<file path="config.mk">
export PLATFORM = sky130hd
export DESIGN_NAME = code_loader
export DESIGN_NICKNAME = d
export VERILOG_FILES = /design/src/rtl/code_loader.sv
export SDC_FILE = /design/constraint.sdc
export NUM_CORES = 1
export LEC_CHECK = 0
export CORE_ASPECT_RATIO = 0.8
export CORE_MARGIN = 2
export CORE_UTILIZATION = 50
export CTS_CLUSTER_DIAMETER = 100
export CTS_CLUSTER_SIZE = 16
export DETAILED_ROUTE_END_ITERATION = 8
export PLACE_DENSITY = 0.71
export RECOVER_POWER = 25
export SLEW_MARGIN = 15
export SYNTH_ARGS = -nofsm -noshare
export SYNTH_HDL_FRONTEND = slang
export SYNTH_SLANG_ARGS = --single-unit
</file>
<file path="constraint.sdc">
create_clock -name i_clk -period 6.85 [get_ports i_clk]
set_input_delay 1.37 -clock i_clk [delete_from_list [all_inputs] [get_ports i_clk]]
set_output_delay 1.37 -clock i_clk [all_outputs]
set_load 0.02 [all_outputs]
</file>
<file path="src/rtl/code_loader.sv">
// ---------------------------------------------------------------------------
// code_loader
//
// Byte-stream program loader that drives the processor's code-memory load
// port. Bytes arrive over a valid/ready handshake and are checked and written
// to code memory. When the whole program has arrived and its checksum matches,
// the loader releases the control unit by raising run.
//
// Stream layout:
//   length (16-bit word count, high byte first)
//   N words (high byte first)
//   one checksum byte (XOR of all 2N code bytes; length bytes are excluded)
//
// Parameters:
//   ADDR_W  - code-memory address width; programs hold up to 2**ADDR_W words
//   TIMEOUT - idle cycles allowed between accepted bytes while loading;
//             0 disables the timeout
//
// Ports:
//   i_clk          - system clock, rising-edge active
//   i_rst          - asynchronous active-high reset
//   i_start        - one-cycle pulse; starts a load from IDLE/DONE/ERROR
//   i_rx_data      - incoming byte
//   i_rx_valid     - i_rx_data holds a byte
//   o_rx_ready     - loader takes a byte this cycle if i_rx_valid is high
//   o_code_w_en    - one-cycle code-memory write pulse per word
//   o_code_addr_in - code-memory write address
//   o_code_in      - code-memory write data
//   o_run          - processor run enable (after a good load)
//   o_busy         - load in progress
//   o_done         - last load succeeded (level)
//   o_err          - last load failed (level)
//   o_err_code     - 00 none, 01 bad length, 10 checksum, 11 timeout
// ---------------------------------------------------------------------------
module code_loader #(
  parameter int ADDR_W  = 9,
  parameter int TIMEOUT = 1000000
) (
  input  logic              i_clk,
  input  logic              i_rst,
  input  logic              i_start,
  input  logic [7:0]        i_rx_data,
  input  logic              i_rx_valid,
  output logic              o_rx_ready,
  output logic              o_code_w_en,
  output logic [ADDR_W-1:0] o_code_addr_in,
  output logic [15:0]       o_code_in,
  output logic              o_run,
  output logic              o_busy,
  output logic              o_done,
  output logic              o_err,
  output logic [1:0]        o_err_code
);

  typedef enum logic [2:0] {
    IDLE,
    LEN_HI,
    LEN_LO,
    DATA_HI,
    DATA_LO,
    CHK,
    DONE,
    ERROR
  } state_t;

  localparam logic [1:0] ERR_NONE = 2'b00;
  localparam logic [1:0] ERR_LEN  = 2'b01;
  localparam logic [1:0] ERR_CHK  = 2'b10;
  localparam logic [1:0] ERR_TMO  = 2'b11;

  // Largest legal word count, held in 17 bits so 2**16 still fits.
  localparam logic [16:0] MAX_WORDS = 17'(1 << ADDR_W);
  localparam bit          TMO_EN    = (TIMEOUT > 0);
  localparam logic [31:0] TMO_LAST  = (TIMEOUT > 0) ? 32'(TIMEOUT - 1) : 32'd0;

  state_t              r_state;
  state_t              w_next_state;
  logic [15:0]         r_len;
  logic [7:0]          r_hi;
  logic [7:0]          r_chk;
  logic [15:0]         r_code_in;
  logic                r_w_en;
  logic [ADDR_W-1:0]   r_addr;
  logic                r_run;
  logic                r_done;
  logic                r_err;
  logic [1:0]          r_err_code;
  logic [31:0]         r_tmo;

  logic                w_accept;
  logic                w_busy;
  logic                w_ready;
  logic [15:0]         w_len_full;
  logic                w_len_bad;
  logic                w_last_word;
  logic                w_tmo_hit;
  logic                w_start_load;
  logic                w_go_done;
  logic                w_go_err;
  logic [1:0]          w_err_kind;

  // Handshake and status decode depend on the registered state only, so the
  // ready signal never combinationally follows rx_valid or start.
  assign w_ready  = r_state inside {LEN_HI, LEN_LO, DATA_HI, DATA_LO, CHK};
  assign w_busy   = !(r_state inside {IDLE, DONE, ERROR});
  assign w_accept = i_rx_valid & w_ready;

  // Full length as it will look once the low byte lands; the comparison is
  // done in 17 bits so the 2**ADDR_W limit is exact for any ADDR_W up to 16.
  assign w_len_full = {r_len[15:8], i_rx_data};
  assign w_len_bad  = (w_len_full == 16'd0) || ({1'b0, w_len_full} > MAX_WORDS);

  // The address counter doubles as the word index: the previous word's pulse
  // has always bumped it before the next low byte can be accepted.
  assign w_last_word = (({{(17 - ADDR_W){1'b0}}, r_addr} + 17'd1) == {1'b0, r_len});

  assign w_tmo_hit = TMO_EN && (r_tmo == TMO_LAST);

  // Next-state logic. Load errors and success are flagged here so the status
  // register block only has to latch them. The timeout override sits last and
  // is blocked by an accept, so a byte arriving on the final allowed cycle
  // still counts.
  always_comb begin
    w_next_state = r_state;
    w_start_load = 1'b0;
    w_go_done    = 1'b0;
    w_go_err     = 1'b0;
    w_err_kind   = ERR_NONE;
    case (r_state)
      IDLE, DONE, ERROR: begin
        if (i_start) begin
          w_start_load = 1'b1;
          w_next_state = LEN_HI;
        end
      end
      LEN_HI: begin
        if (w_accept) w_next_state = LEN_LO;
      end
      LEN_LO: begin
        if (w_accept) begin
          if (w_len_bad) begin
            w_next_state = ERROR;
            w_go_err     = 1'b1;
            w_err_kind   = ERR_LEN;
          end else begin
            w_next_state = DATA_HI;
          end
        end
      end
      DATA_HI: begin
        if (w_accept) w_next_state = DATA_LO;
      end
      DATA_LO: begin
        if (w_accept) w_next_state = w_last_word ? CHK : DATA_HI;
      end
      CHK: begin
        if (w_accept) begin
          if (i_rx_data == r_chk) begin
            w_next_state = DONE;
            w_go_done    = 1'b1;
          end else begin
            w_next_state = ERROR;
            w_go_err     = 1'b1;
            w_err_kind   = ERR_CHK;
          end
        end
      end
      default: begin
        w_next_state = IDLE;
      end
    endcase
    if (w_busy && !w_accept && w_tmo_hit) begin
      w_next_state = ERROR;
      w_go_done    = 1'b0;
      w_go_err     = 1'b1;
      w_err_kind   = ERR_TMO;
    end
  end

  // State register.
  always_ff @(posedge i_clk or posedge i_rst) begin
    if (i_rst) begin
      r_state <= IDLE;
    end else begin
      r_state <= w_next_state;
    end
  end

  // Byte datapath: length capture, high-byte holding register, running
  // checksum and the write data/strobe. The high byte is parked in r_hi, not
  // in r_code_in, so a byte taken during a write pulse cannot disturb the
  // data currently presented to code memory.
  always_ff @(posedge i_clk or posedge i_rst) begin
    if (i_rst) begin
      r_len     <= '0;
      r_hi      <= '0;
      r_chk     <= '0;
      r_code_in <= '0;
      r_w_en    <= 1'b0;
    end else begin
      r_w_en <= 1'b0;
      if (w_start_load) begin
        r_chk <= '0;
      end
      case (r_state)
        LEN_HI: begin
          if (w_accept) r_len[15:8] <= i_rx_data;
        end
        LEN_LO: begin
          if (w_accept) r_len[7:0] <= i_rx_data;
        end
        DATA_HI: begin
          if (w_accept) begin
            r_hi  <= i_rx_data;
            r_chk <= r_chk ^ i_rx_data;
          end
        end
        DATA_LO: begin
          if (w_accept) begin
            r_code_in <= {r_hi, i_rx_data};
            r_chk     <= r_chk ^ i_rx_data;
            r_w_en    <= 1'b1;
          end
        end
        default: begin
        end
      endcase
    end
  end

  // Write address. It moves on the edge that ends each write pulse, so the
  // address stays steady for the whole pulse. After the top word it wraps
  // to 0 naturally; by then the FSM is in CHK, so no further write follows.
  always_ff @(posedge i_clk or posedge i_rst) begin
    if (i_rst) begin
      r_addr <= '0;
    end else if (w_start_load) begin
      r_addr <= '0;
    end else if (r_w_en) begin
      r_addr <= r_addr + 1'b1;
    end
  end

  // Result flags. These are levels that hold until the next start.
  // run is only ever set on entry to DONE, so it is low whenever busy.
  always_ff @(posedge i_clk or posedge i_rst) begin
    if (i_rst) begin
      r_run      <= 1'b0;
      r_done     <= 1'b0;
      r_err      <= 1'b0;
      r_err_code <= ERR_NONE;
    end else if (w_start_load) begin
      r_run      <= 1'b0;
      r_done     <= 1'b0;
      r_err      <= 1'b0;
      r_err_code <= ERR_NONE;
    end else if (w_go_done) begin
      r_run  <= 1'b1;
      r_done <= 1'b1;
    end else if (w_go_err) begin
      r_err      <= 1'b1;
      r_err_code <= w_err_kind;
    end
  end

  // Inter-byte idle counter. It restarts on every accepted byte and on start,
  // and only runs while a load is in progress.
  always_ff @(posedge i_clk or posedge i_rst) begin
    if (i_rst) begin
      r_tmo <= '0;
    end else if (w_start_load || w_accept) begin
      r_tmo <= '0;
    end else if (w_busy && TMO_EN) begin
      r_tmo <= r_tmo + 32'd1;
    end
  end

  assign o_rx_ready     = w_ready;
  assign o_busy         = w_busy;
  assign o_code_w_en    = r_w_en;
  assign o_code_addr_in = r_addr;
  assign o_code_in      = r_code_in;
  assign o_run          = r_run;
  assign o_done         = r_done;
  assign o_err          = r_err;
  assign o_err_code     = r_err_code;

endmodule

</file>
==> results of run 1 <==
==> placed cells by master (no fill, tap or decap), drive strengths merged, types with 3 or more instances in the layout <==
cell and count:
a21oi 18, a31oi 8, and2 4, and3 5, clkbuf 12, clkdlybuf4s50 32, dfrtp 97, dlygate4sd3 12
inv 8, mux2 40, nand2 50, nand2b 8, nand3 18, nand4 13, nand4b 4, nor2 41
nor3 12, nor4 10, o211ai 3, o21ai 45, o22ai 4, o31ai 6, or4 6, xnor2 8
xor2 30
==> registers in the layout, indices dropped and copies added, names as in the netlist <==
name / cells
r_tmo: 32
o_code_in: 16
r_len: 16
o_code_addr_in: 9
r_chk: 8
r_hi: 8
r_state: 3
o_err_code: 2
o_code_w_en: 1
o_done: 1
o_err: 1
==> through the flow <==
step	util, %	power, mW	setup WS (ns)	cells
5_1_grt	60.36	2.271	2.913	667
3_3_place_gp	56.96	1.576	3.374	651
2_1_floorplan	-	1.350	2.946	491
3_5_place_dp	56.96	1.604	3.288	651
6_report	60.36	2.143	3.116	667
4_1_cts	60.43	2.171	3.110	667
==> worst max-delay path, stage by stage (launching register included) <==
cell and delay [ns]:
dfrtp_1 0.63, nor3_1 0.19, a21oi_1 0.47, clkdlybuf4s50_1 0.72
==> logic make-up after synthesis <==
family | after synthesis | share of synthesized area, %
buffers and inverters | 31 | 2.725
AOI/OAI and AO/OA | 98 | 11.81
DFF | 97 | 48.95
adders and majority gates | 2 | 0.5046
xor gates and xnor gates | 38 | 6.712
muxes | 42 | 9.488
and+or+nand+nor | 183 | 19.81
==> path summary, 6_finish.rpt <==
check	cells after the start	slack, ns	start	to
max	3	3.12	r_state[2]$_DFFE_PP0P_	o_busy
min in group asynchronous	2	1.76	i_rst	r_tmo[23]$_DFFE_PP0P_
max in group asynchronous	3	3.67	i_rst	o_code_addr_in[5]$_DFFE_PP0P_
min reg2reg	1	0.48	r_tmo[19]$_DFFE_PP0P_	r_tmo[19]$_DFFE_PP0P_
min	1	0.48	r_tmo[19]$_DFFE_PP0P_	r_tmo[19]$_DFFE_PP0P_
max reg2reg	7	3.69	r_state[2]$_DFFE_PP0P_	r_state[1]$_DFFE_PP0P_
==> per-layer routing <==
layer	up-vias	global-route usage, %
met5	-	0
met4	0	4.518
met3	9	6.351
met2	93	31.87
met1	1918	32.13
li1	1833	-
==> power by group through the flow <==
stage	logic, mW	registers [mW]	clock network, mW
6_report	0.713	0.870	0.561
2_1_floorplan	0.453	0.897	0
5_1_grt	0.785	0.896	0.590
3_5_place_dp	0.726	0.879	0
4_1_cts	0.731	0.871	0.569
3_3_place_gp	0.705	0.871	0
==> layout make-up <==
class	instances	area [sq um]
fillers	811	3825
repair buffers	49	466.7
multi-input cells	363	2402
clock inverters	7	108.9
well taps	136	170.2
inverters	6	23.77
flip-flops and latches	97	2427
clock buffers	9	225.2
==> results.toml, run 1 <==
[status]
status = "finished, final reports clean"

[logic_synthesis]
syn_inst = 491
synth_cell_type_count = 54
yosysMostFrequentCell = "dfrtp_1"
synth_edf_count = 0
synth_area_sq_mm = 0.004959
synth.avg_cell_area_sq_um = 10.10
synth-main-ff-cell = "dfrtp_1"
yosysSeqAreaShare_pct = 48.95
syn_nets = 505
ys_top_cells_by_area = "dfrtp_1, mux2_2, xor2_1, nand2_1, o21ai_0"
async_reset_ff_share_pct = 100.0
synth.top_cell.area_share_pct = 48.95
synth_top_cell_by_area = "dfrtp_1"
synthTopCellsByCount = "dfrtp_1, nand2_1, nor2_1, mux2_2, o21ai_0"
ys_warn_count = 0
synth-seq-cells = 97

[route]
firstDrtPassIters = 4
postRouteAntennaNets = 0
routed_wl_um = 10810
routed-wl-met2_um = 4824
route.met3.wl_um = 512
drt_iter0_drc = 206
routed.top_layer = "met4"
routed_via_density = 5.777
wl_met1_um = 5364
route.detailed.wl_per_inst_um = 16.21
drc = 0
vias = 3853

[sta]
tightest_slew_ns = 1.326
setup_violations = 0
finalHoldViolCount = 0
holdWs_ns = 0.4842
fin_crit_sh_pct = 54.51
fin_tns_setup_ns = 0
rsz0062_at_grt = "no"
fin_crit_ns = 3.734
skew_ns = 0.01004
max_clock_freq_mhz = 267.8
max_slew_margin_pct = 11.12
drv_slew = 0

[global_routing]
antenna_found_initial = 0
gr-total-overflow = 0
grt_max_degree = 69
grt_pass1_vias = 3568
grt_use_total_pct = 21.75
grt_pass1_wl_um = 18260

[cts]
clkLatencyLatePin_ns = 0.35
cts_hold_buf = 0
cts_root_buf = "clkbuf_16"
cts_sinks = 97
path_clk_slew_ns = 0.07
post_cts_resized = 0
post-cts-setup-buffers = 0
h-tree-depth = 3
clock_path_buffers = 2
cts_tree = "yes"
cts_buffers = 9

[pwr]
swShare_pct = 34.39
pwr-share-comb_pct = 33.3
ir_drop_mv = 0.2725
internal_power_mw = 1.406
leakagePower_nw = 2.439
p_seq_share_pct = 40.6
p_clk_share_pct = 26.2
p_per_area_mw_per_mm2 = 367.9
switchingPower_mw = 0.7369

[layout]
fin_area_sq_mm = 0.005824
area_growth_pct = 17.46
nets = 540
drive_gt1_share_pct = 13.18
antennaDiodeCount = 0

[placement]
placed_area_sq_mm = 0.005497
routabilityCongestion = 0.8060
post-dp-hpwl_um = 7233
portBuffers = 44

[worst_setup_path]
arrival_ns = 2.36
critPathMaxFanout = 14
setup.worst_path.end_class = "primary output"
crit_type = "reg2out"
crit_path_start_kind = "flop"
worstPathRequired_ns = 5.48

[die]
rows = 32
coreArea_sq_mm = 0.009649
ios = 45
die_w_um = 115.3
floorplan.die_area_sq_mm = 0.01073
die_y_um = 93.07
start_util_pct = 51.39

[run]
drv_cap = 0

[worst_hold_path]
min_path_type = "reg2reg"
No activity file was read; power rests on OpenSTA's default activity.
==> run 2: changes to the inputs <==
Settings changed: PLACE_DENSITY 0.71 to 0.74.
Clock period 6.85 ns to 3.1 ns, I/O delays scaled along.
==> results.toml, run 2 (same netlist as run 1, synthesis figures left out) <==
[cts]
clock_path_buffers = 2
cts_buffers = 9
path_clk_slew_ns = 0.07
clkLatencyLatePin_ns = 0.35
h-tree-depth = 3
cts_root_buf = "clkbuf_16"
cts_sinks = 97
cts_hold_buf = 0
post-cts-setup-buffers = 0
cts_tree = "yes"
post_cts_resized = 0

[worst_setup_path]
crit_buf_inv = 2
rr_startpoint = "o_code_addr_in[0]$_DFFE_PP0P_"
r2r_slack_ns = 0.65
timing.rr.end = "r_state[2]$_DFFE_PP0P_"
arrival_ns = 2.01
crit_type = "reg2out"
r2r_cells = 7
crit_end = "o_busy"
critPathMaxFanout = 16
crit_family = "buffers and inverters"
path_cells = "buf_4 -> nor3_1 -> a21oi_1 -> clkdlybuf4s50_1"
crit_start = "r_state[1]$_DFFE_PP0P_"
setup.worst_path.end_class = "primary output"
crit_slowest_cell = "clkdlybuf4s50_1"
slowest_delay_ns = 0.69
cp.depth = 4
crit_path_start_kind = "flop"
worstPathRequired_ns = 2.48

[global_routing]
grt_max_degree = 98
antenna_found_initial = 0
grt_pass1_wl_um = 18170
gr-total-overflow = 0
grt_use_total_pct = 21.37
grt_pass1_vias = 3702

[route]
routed_wl_um = 10750
firstDrtPassIters = 7
drt_iter0_drc = 235
postRouteAntennaNets = 0
route.detailed.wl_per_inst_um = 15.91
drc = 0
vias = 3825
routed_via_density = 5.658

[layout]
drive_gt1_share_pct = 15.00
fillers = 811
nets = 549
area.sequential_sq_mm = 0.002427
antennaDiodeCount = 0
fin_area_sq_mm = 0.005852
largest_register_ffs = 32
layout_commonest_cell = "dfrtp_1"
regMostFlops = "r_tmo"
final_cell_mix = "dfrtp_1, nand2_1, clkdlybuf4s50_1, nor2_1, mux2_2"
area_growth_pct = 18.02
multi_input_area_sq_mm = 0.002396

[sta]
fin_tns_setup_ns = 0
max_slew_margin_pct = 10.27
drv_slew = 0
setup_violations = 0
skew_ns = 0.008238
finalHoldViolCount = 0
fin_crit_sh_pct = 84.76
fin_crit_ns = 2.627
rsz0062_at_grt = "no"
max_clock_freq_mhz = 380.6
fin_ws_ns = 0.4726
tightest_slew_ns = 1.346

[die]
rows = 32
coreArea_sq_mm = 0.009649
floorplan.die_area_sq_mm = 0.01073
die_y_um = 93.07
die_w_um = 115.3
ios = 45
start_util_pct = 51.39

[worst_hold_path]
min-delay-start = "r_tmo[19]$_DFFE_PP0P_"
min_path_type = "reg2reg"

[pwr]
internal_power_mw = 3.021
pwr-share-comb_pct = 36.8
p_clk_share_pct = 23.1
p_per_area_mw_per_mm2 = 798.3
swShare_pct = 35.33
switchingPower_mw = 1.650
leakagePower_nw = 2.460
ir_drop_mv = 0.5012
p_seq_share_pct = 40.1

[placement]
placed_area_sq_mm = 0.005578
portBuffers = 44
post-dp-hpwl_um = 7400
routabilityCongestion = 0.8641
post-place-ws_ns = 0.5424

[status]
status = "finished, final reports clean"

[run]
drv_cap = 0
## run 2: worst min path at each step
stage,endpoint,slack (ns),depth (start not counted)
after floorplan,r_tmo[19]$_DFFE_PP0P_,0.44,1
after global placement,r_tmo[5]$_DFFE_PP0P_,0.47,1
after detailed placement,r_tmo[19]$_DFFE_PP0P_,0.48,1
after CTS,r_tmo[19]$_DFFE_PP0P_,0.49,1
after global routing,r_tmo[19]$_DFFE_PP0P_,0.51,1
final,r_tmo[19]$_DFFE_PP0P_,0.50,1
## run 2: worst reg2reg max path, cell delays in order, from the launching register on
cell and delay, ns:
dfrtp_1 0.50, ha_1 0.33, nand2b_1 0.13, o211a_1 0.22, o31a_1 0.27, nor4_1 0.29, o311ai_1 0.24, o31ai_1 0.36
## run 2: area by class of cell
| type | count | area share, % |
|---|---|---|
| repair buffers | 58 | 9.322 |
| clock buffers | 9 | 3.849 |
| well taps | 136 | 2.908 |
| flip-flops and latches | 97 | 41.48 |
| inverters | 6 | 0.4490 |
| multi-input cells | 363 | 40.95 |
| clock inverters | 7 | 1.048 |
## run 2: power by group through the flow
stage | registers, mW | clock network (mW) | logic [mW]
after floorplan | 1.98 | 0 | 1.00
after global placement | 1.88 | 0 | 1.67
after detailed placement | 1.90 | 0 | 1.72
after CTS | 1.88 | 1.10 | 1.74
after global routing | 1.92 | 1.15 | 1.88
final | 1.87 | 1.08 | 1.72
## run 2: per-stage QoR
| step | total power, mW | utilization, % | hold slack, ns | std cells |
|---|---|---|---|---|
| finish | 4.671 | 60.65 | 0.4975 | 676 |
| global route | 4.950 | 60.65 | 0.5096 | 676 |
| CTS | 4.712 | 60.78 | 0.4903 | 676 |
| detailed placement | 3.620 | 57.81 | 0.4801 | 660 |
| floorplan | 2.983 | - | 0.4376 | 491 |
| global placement | 3.552 | 57.81 | 0.4706 | 660 |
## run 2: per-layer routing
layer / up-vias / part of all wire, % / global-route usage, % / wire length (um)
met4: 0 / 0.79 / 4.920 / 85
met5: - / 0 / 0 / 0
li1: 1860 / - / - / -
met2: 79 / 45 / 31.38 / 4839
met1: 1880 / 50 / 31.65 / 5361
met3: 6 / 4.3 / 5.703 / 466
==> run 3: changes to the inputs <==
Settings changed: PLACE_DENSITY 0.74 to 0.71.
Clock period 3.1 ns to 2.42 ns, I/O delays scaled along.
==> results.toml, run 3 (same netlist as run 1, synthesis figures left out) <==
[die]
die_w_um = 115.3
start_util_pct = 51.39
die_y_um = 93.07
rows = 32
ios = 45
floorplan.die_area_sq_mm = 0.01073
coreArea_sq_mm = 0.009649

[worst_setup_path]
worstPathRequired_ns = 1.94
setup.worst_path.end_class = "primary output"
critPathMaxFanout = 9
crit_path_start_kind = "flop"
crit_slowest_cell = "clkdlybuf4s50_1"
slowest_delay_ns = 0.66
path_cells = "nor3_2 -> a21oi_1 -> clkdlybuf4s50_1"
crit_type = "reg2out"
r2r_slack_ns = 0.17
arrival_ns = 1.81

[cts]
clkLatencyLatePin_ns = 0.34
cts_root_buf = "clkbuf_16"
path_clk_slew_ns = 0.07
cts_hold_buf = 0
h-tree-depth = 3
clock_path_buffers = 2
post_cts_resized = 1
cts_buffers = 9
cts_tree = "yes"
post-cts-setup-buffers = 0
cts_sinks = 97

[placement]
placed_area_sq_mm = 0.005683
post-dp-hpwl_um = 7797
portBuffers = 44
routabilityCongestion = 0.8352

[pwr]
ir_drop_mv = 0.8111
leakagePower_nw = 2.557
p_per_area_mw_per_mm2 = 1041

[sta]
finalHoldViolCount = 0
rsz0062_at_grt = "no"
skew_ns = 0.006283
setup_violations = 0
fin_crit_sh_pct = 94.66
drv_slew = 0
max_clock_freq_mhz = 436.5
tightest_slew_ns = 1.325
fin_crit_ns = 2.291
max_slew_margin_pct = 11.66
fin_tns_setup_ns = 0

[layout]
final_cell_mix = "dfrtp_1, nand2_1, clkdlybuf4s50_1, nor2_1, mux2_2"
regMostFlops = "r_tmo"
nets = 563
fillers = 798
fin_area_sq_mm = 0.006011
layout_commonest_cell = "dfrtp_1"
area.sequential_sq_mm = 0.002427
drive_gt1_share_pct = 17.51
multi_input_area_sq_mm = 0.002407
largest_register_ffs = 32
area_growth_pct = 21.22
antennaDiodeCount = 0

[worst_hold_path]
min_path_type = "reg2reg"

[route]
drt_iter0_drc = 261
postRouteAntennaNets = 0
firstDrtPassIters = 4
routed_wl_um = 11370
route.detailed.wl_per_inst_um = 16.48
drc = 0
routed_via_density = 5.594
vias = 3860

[global_routing]
grt_max_degree = 98
gr-total-overflow = 0
grt_pass1_wl_um = 19540
grt_use_total_pct = 22.96
antenna_found_initial = 0
grt_pass1_vias = 3742

[run]
drv_cap = 0

[status]
status = "finished, final reports clean"
==> run 3: metal layers <==
metal / vias up / global-route usage (%) / part of all wire (%)
li1: 1890 / - / -
met1: 1882 / 35.94 / 51
met2: 80 / 32.21 / 43
met3: 8 / 5.314 / 4.7
met4: 0 / 5.120 / 0.69
met5: - / 0 / 0
==> run 3: through the flow <==
| step | util [%] | cells | worst slack, ns | power [mW] | hold slack, ns |
|---|---|---|---|---|---|
| after global routing | 62.29 | 690 | 0.05384 | 6.629 | 0.5224 |
| final | 62.29 | 690 | 0.1292 | 6.258 | 0.4874 |
| after detailed placement | 58.90 | 674 | 0.1340 | 4.714 | 0.4677 |
| after global placement | 58.90 | 674 | 0.1389 | 4.658 | 0.4642 |
| after CTS | 62.33 | 690 | 0.001503 | 6.313 | 0.4828 |
| after floorplan | - | 491 | 0.2739 | 3.822 | 0.4376 |
==> run 3: where the power goes <==
part / leakage [nW] / total (mW) / switching [mW] / internal [mW]
combinational: 1.14 / 2.26 / 1.14 / 1.12
clock: 0.158 / 1.57 / 0.648 / 0.919
sequential: 1.26 / 2.43 / 0.351 / 2.08
total: 2.56 / 6.26 / 2.14 / 4.11
==> run 3: worst max-delay path: cells and delay by family (launching register included) <==
kind            cells  cell delay [ns]
flops               1             0.49
simple gates        1             0.09
buf+inv             1             0.66
compound gates      1             0.22
==> run 3: final cells by class <==
type	instances	area share [%]
Inverter	6	0.4371
Sequential cell	97	40.38
Multi-Input combinational cell	363	40.05
Clock buffer	9	3.747
Timing Repair Buffer	72	10.87
Tap cell	136	2.831
Clock inverter	7	1.686
==> run 3: path summary, 6_finish.rpt <==
kind | depth (start not counted) | end | startpoint
setup / recovery | 3 | o_busy | r_state[0]$_DFFE_PP0P_
hold / removal | 1 | r_tmo[19]$_DFFE_PP0P_ | r_tmo[19]$_DFFE_PP0P_
setup reg to reg | 6 | r_state[1]$_DFFE_PP0P_ | r_len[10]$_DFFE_PP0P_
hold reg to reg | 1 | r_tmo[19]$_DFFE_PP0P_ | r_tmo[19]$_DFFE_PP0P_
max in group asynchronous | 3 | o_code_addr_in[0]$_DFFE_PP0P_ | i_rst
min in group asynchronous | 3 | r_tmo[4]$_DFFE_PP0P_ | i_rst
